File: config.mk
export PLATFORM = sky130hd
export DESIGN_NAME = hazard_fwd_unit
export DESIGN_NICKNAME = d
export VERILOG_FILES = /design/src/rtl/hazard_fwd_unit.sv
export SDC_FILE = /design/constraint.sdc
export NUM_CORES = 1
export LEC_CHECK = 0
export ABC_AREA = 1
export CAP_MARGIN = 20
export CORE_MARGIN = 2
export CORE_UTILIZATION = 50
export DETAILED_ROUTE_END_ITERATION = 10
export HOLD_SLACK_MARGIN = 0.05
export PLACE_DENSITY = 0.79
export SLEW_MARGIN = 40
export SYNTH_ARGS = -nofsm -noshare
export SYNTH_HDL_FRONTEND = slang
export SYNTH_SLANG_ARGS = --single-unit
File: constraint.sdc
create_clock -name clk -period 2.05 [get_ports clk]
set_input_delay 0.41 -clock clk [delete_from_list [all_inputs] [get_ports clk]]
set_output_delay 0.41 -clock clk [all_outputs]
set_load 0.01 [all_outputs]
File: src/rtl/hazard_fwd_unit.sv
// Pipeline hazard detector and EX operand-forwarding select generator for a 5-stage core.
// Build option FORWARDING_EN: when undefined, forwarding is off and every RAW hazard stalls.
module hazard_fwd_unit #(
  parameter int REG_ADDR_W = 3,
  parameter int CNT_W      = 16
) (
  input  logic                  clk,
  input  logic                  rst,
  input  logic                  id_valid,
  input  logic [REG_ADDR_W-1:0] id_src1,
  input  logic [REG_ADDR_W-1:0] id_src2,
  input  logic                  id_use1,
  input  logic                  id_use2,
  input  logic [REG_ADDR_W-1:0] id_dest,
  input  logic                  id_wb_en,
  input  logic                  id_mem_read,
  input  logic                  ex_branch_taken,
  output logic                  stall,
  output logic                  flush,
  output logic [1:0]            fwd_sel_a,
  output logic [1:0]            fwd_sel_b,
  output logic [CNT_W-1:0]      stall_cnt
);

  // In-flight instruction slots, shifted EX -> MEM -> WB every cycle
  logic                  ex_valid_reg,    mem_valid_reg,    wb_valid_reg;
  logic [REG_ADDR_W-1:0] ex_dest_reg,     mem_dest_reg,     wb_dest_reg;
  logic                  ex_wb_en_reg,    mem_wb_en_reg,    wb_wb_en_reg;
  logic                  ex_mem_read_reg, mem_mem_read_reg, wb_mem_read_reg;

  logic [CNT_W-1:0]      stall_cnt_reg;

  logic [REG_ADDR_W-1:0] id_src [2];
  logic [1:0]            id_use;
  logic [1:0]            hit_ex;
  logic [1:0]            hit_mem;
  logic                  stall_req;
  logic                  ex_load;

  assign id_src[0] = id_src1;
  assign id_src[1] = id_src2;
  assign id_use[0] = id_use1;
  assign id_use[1] = id_use2;

  // Producer match per source operand; register 0 is hard-wired and never matches
  genvar gi;
  generate
    for (gi = 0; gi < 2; gi++) begin : g_op
      logic src_live;
      assign src_live    = id_use[gi] && (id_src[gi] != '0);
      assign hit_ex[gi]  = src_live && ex_valid_reg  && ex_wb_en_reg  &&
                           (ex_dest_reg  == id_src[gi]);
      assign hit_mem[gi] = src_live && mem_valid_reg && mem_wb_en_reg &&
                           (mem_dest_reg == id_src[gi]);
    end
  endgenerate

  assign ex_load = ex_mem_read_reg;

`ifdef FORWARDING_EN
  // Only a load still in EX cannot be forwarded in time
  assign stall_req = (|hit_ex) && ex_load;
`else
  assign stall_req = (|hit_ex) || (|hit_mem);
`endif

  // A taken branch squashes the stalled instruction anyway, so flush wins
  assign flush = ex_branch_taken;
  assign stall = stall_req && !flush;

  logic ex_enter;
  assign ex_enter = id_valid && !stall && !flush;

  always_ff @(posedge clk or negedge rst) begin
    if (!rst) begin
      ex_valid_reg     <= 1'b0;
      ex_dest_reg      <= '0;
      ex_wb_en_reg     <= 1'b0;
      ex_mem_read_reg  <= 1'b0;
      mem_valid_reg    <= 1'b0;
      mem_dest_reg     <= '0;
      mem_wb_en_reg    <= 1'b0;
      mem_mem_read_reg <= 1'b0;
      wb_valid_reg     <= 1'b0;
      wb_dest_reg      <= '0;
      wb_wb_en_reg     <= 1'b0;
      wb_mem_read_reg  <= 1'b0;
    end else begin
      wb_valid_reg     <= mem_valid_reg;
      wb_dest_reg      <= mem_dest_reg;
      wb_wb_en_reg     <= mem_wb_en_reg;
      wb_mem_read_reg  <= mem_mem_read_reg;
      mem_valid_reg    <= ex_valid_reg;
      mem_dest_reg     <= ex_dest_reg;
      mem_wb_en_reg    <= ex_wb_en_reg;
      mem_mem_read_reg <= ex_mem_read_reg;
      ex_valid_reg     <= ex_enter;
      ex_dest_reg      <= id_dest;
      ex_wb_en_reg     <= id_wb_en;
      ex_mem_read_reg  <= id_mem_read;
    end
  end

  // WB retires into a write-before-read register file, so it never forwards
  logic wb_slot_unused;
  assign wb_slot_unused = ^{wb_valid_reg, wb_dest_reg, wb_wb_en_reg, wb_mem_read_reg};

`ifdef FORWARDING_EN
  logic [1:0] sel_next [2];
  logic [1:0] fwd_sel_a_reg;
  logic [1:0] fwd_sel_b_reg;

  generate
    for (gi = 0; gi < 2; gi++) begin : g_sel
      assign sel_next[gi] = (hit_ex[gi] && !ex_load) ? 2'd1 :
                            hit_mem[gi]              ? 2'd2 : 2'd0;
    end
  endgenerate

  always_ff @(posedge clk or negedge rst) begin
    if (!rst) begin
      fwd_sel_a_reg <= 2'd0;
      fwd_sel_b_reg <= 2'd0;
    end else if (ex_enter) begin
      fwd_sel_a_reg <= sel_next[0];
      fwd_sel_b_reg <= sel_next[1];
    end else begin
      fwd_sel_a_reg <= 2'd0;
      fwd_sel_b_reg <= 2'd0;
    end
  end

  assign fwd_sel_a = fwd_sel_a_reg;
  assign fwd_sel_b = fwd_sel_b_reg;
`else
  assign fwd_sel_a = 2'd0;
  assign fwd_sel_b = 2'd0;
`endif

  always_ff @(posedge clk or negedge rst) begin
    if (!rst) begin
      stall_cnt_reg <= '0;
    end else if (stall && (stall_cnt_reg != '1)) begin
      stall_cnt_reg <= stall_cnt_reg + CNT_W'(1);
    end
  end

  assign stall_cnt = stall_cnt_reg;

endmodule

==> out/results.ini <==
[run_status]
status = finished, final reports clean

[logic_synthesis]
yosys.area.top_type_share_pct = 38.9
netlist_instances = 218
synth_edf_count = 0
syn_avg_cell_area_sq_um = 7.67
synthTopCellsByArea = dfrtp_1, nand2_1, nand4_1, inv_1, xnor2_1
synth_top_area_cell = dfrtp_1
ys_warn_count = 0
synthArstFlopShare_pct = 100
ys_types = 26
synth_top_flop_cell = dfrtp_1
ys_seq_area_share_pct = 38.9
ys_seq_elements = 26
synth_area_sq_mm = 0.00167

[clock_network]
cts_setup_buffers = 0
cts_tree = yes
cts_sinks = 26
worstSkewPairLatency_ns = 0.32
ctsHtreeMaxLevel = 1
numCtsBuffers = 3
clk_pin_slew_ns = 0.15
clockBufferDepth = 2
root_buffer = clkbuf_4

[cells_and_area]
area_growth_pct = 24.4
final_common_cell = nand2_1
finalNonFillerCells = 297
largest_register_ffs = 16
seqCellArea_sq_um = 651
n_fill_cell = 280
finalCoreUtilization_pct = 66.5
fin_nets = 272
antenna_cells = 0
layout_common_cells = nand2_1, dfrtp_1, clkdlybuf4s50_1
drive_gt1_share_pct = 13.0
multi_input_area_sq_um = 892

[routing]
first_iter_violations = 42
drcViolationCount = 0
via_per_inst = 4.95
wl_per_cell_microns = 11.6
ant_nets = 0
vias = 1469
first_pass_iters = 5
routed_wl_microns = 3430

[sta]
max_freq_ghz = 0.517
setup_viol = 0
period_minus_slack_ns = 1.93
fin_crit_sh_pct = 94.3
finClkSkew_ns = 0.00837
grt_setup_unrepaired = false
slew_viol_final = 0
fin_ws_ns = 0.116
finalHoldViolCount = 0
fin_tns_setup_ns = 0

[global_routing]
overflow = 0
grt_max_degree = 27
grt_pass1_wl_microns = 5330
grt_pass1_vias = 1288
antenna_found_initial = 0
track_usage_pct = 18.5

[setup_path]
r2r_cells = 12
endpoint = stall
worst_path_most_repeated_cell = nand2_1
worstSetupStartpointType = primary input
required_ns = 1.64
cp_cell_sequence = clkdlybuf4s50_1, a21boi_2, nand3_1, nand2_1, nand2_1, nand2_4, nand2_1, inv_1, buf_2
path_delay_family = buffers and inverters
cp-startpoint = id_use2
regToRegEndpoint = stall_cnt[1]
cp_slowest_cell = clkdlybuf4s50_1
arrival_ns = 1.52
path_class = in2out
r2r-start = ex_dest_reg[2]
cpPeakStageDelay_ns = 0.48
cp_num_buf_inv = 3
worst_setup_path_end_kind = primary output
path_max_fanout = 2
ff2ff_setup_slack_ns = 0.32
crit_cells = 9

[placed_design]
place_inst = 293
hpwl_microns = 2490
pre_cts_ws_ns = -0.483
place.gp.congestion = 0.805
portBuffers = 33

[power_and_ir_drop]
totalPowerFinal_mw = 1.12
ir_drop_v = 0.000430
power.clock.fraction_pct = 31.3
power_frac_seq_pct = 51.7
swShare_pct = 25.7
p_per_area_mw_per_mm2 = 536
power.leakage_nw = 1.08
pwr-share-comb_pct = 17.0
p_switching_mw = 0.286
p_int_mw = 0.829

[floorplan]
design.core.area_sq_mm = 0.00313
rows = 20
boundaryPins = 39
die_y_microns = 61.8
die_w_microns = 61.8
start_util_pct = 53.4
die_area_sq_mm = 0.00382

[flow_run]
cap_violations = 0

[min_path]
min_path_type = reg2reg
min_from = ex_wb_en_reg

==> final cells by class <==
class                      count  share of cell area (%)
inverter                      21                    3.79
tap                           44                    2.65
timing repair buffer          37                    16.8
clock buffer                   3                    1.08
sequential                    26                    31.3
clock inverter                 1                    1.44
multi-input combinational    165                    42.9
==> power groups by stage <==
stage | registers [mW] | clock network [mW] | logic, mW
6_report | 0.576 | 0.349 | 0.190
5_1_grt | 0.583 | 0.372 | 0.210
4_1_cts | 0.577 | 0.358 | 0.190
3_5_place_dp | 0.587 | 0 | 0.192
3_3_place_gp | 0.585 | 0 | 0.189
2_1_floorplan | 0.588 | 0 | 0.0944
==> cell usage after synthesis, types with 2 or more instances <==
master	count
buf_2	2
buf_4	5
dfrtp_1	26
inv_1	19
nand2_1	80
nand2_2	11
nand3_1	7
nand3_4	2
nand4_1	17
nor2_1	18
nor3_2	2
xnor2_1	8
xor2_1	8
==> metrics by stage <==
stage	hold WS, ns	instance area (sq um)
floorplan	0.114	1680
global placement	0.356	2030
detailed placement	0.368	2030
CTS	0.401	2070
global route	0.408	2080
finish	0.408	2080
==> cell families (layout without fill, tap and decap cells) <==
| family | Yosys count | after routing | synth area share (%) |
|---|---|---|---|
| AO/OA/AOI/OAI | 2 | 2 | 0.748 |
| AND/OR/NAND/NOR | 142 | 142 | 42.0 |
| flip-flops | 26 | 26 | 38.9 |
| buffers and inverters | 30 | 62 | 8.98 |
| XOR/XNOR | 16 | 16 | 8.38 |
| other | 1 | 4 | 0.224 |
| adder cells (fa/ha/maj) | 1 | 1 | 0.748 |
==> metal layers <==
metal / track usage, % / wire length [microns]
met1: 22.3 / 1520
met2: 33.8 / 1680
met3: 2.90 / 200
met4: 5.47 / 36
met5: 0 / 0
==> how the worst min path moves through the flow <==
| stage | cells after the start | end | slack (ns) |
|---|---|---|---|
| after floorplan | 0 | ex_dest_reg[0] | 0.11 |
| after global placement | 0 | mem_valid_reg | 0.36 |
| after detailed placement | 0 | mem_valid_reg | 0.37 |
| after CTS | 0 | mem_valid_reg | 0.40 |
| after global routing | 0 | mem_valid_reg | 0.41 |
| final | 0 | mem_wb_en_reg | 0.41 |
==> repair_timing <==
| action | CTS | global route |
|---|---|---|
| resized for setup | 12 | 3 |
| hold buffers | 0 | 0 |
| pin swaps | 1 | 1 |
| endpoints found under the setup margin | 1 | 1 |
(Power assumes the default switching activity.)
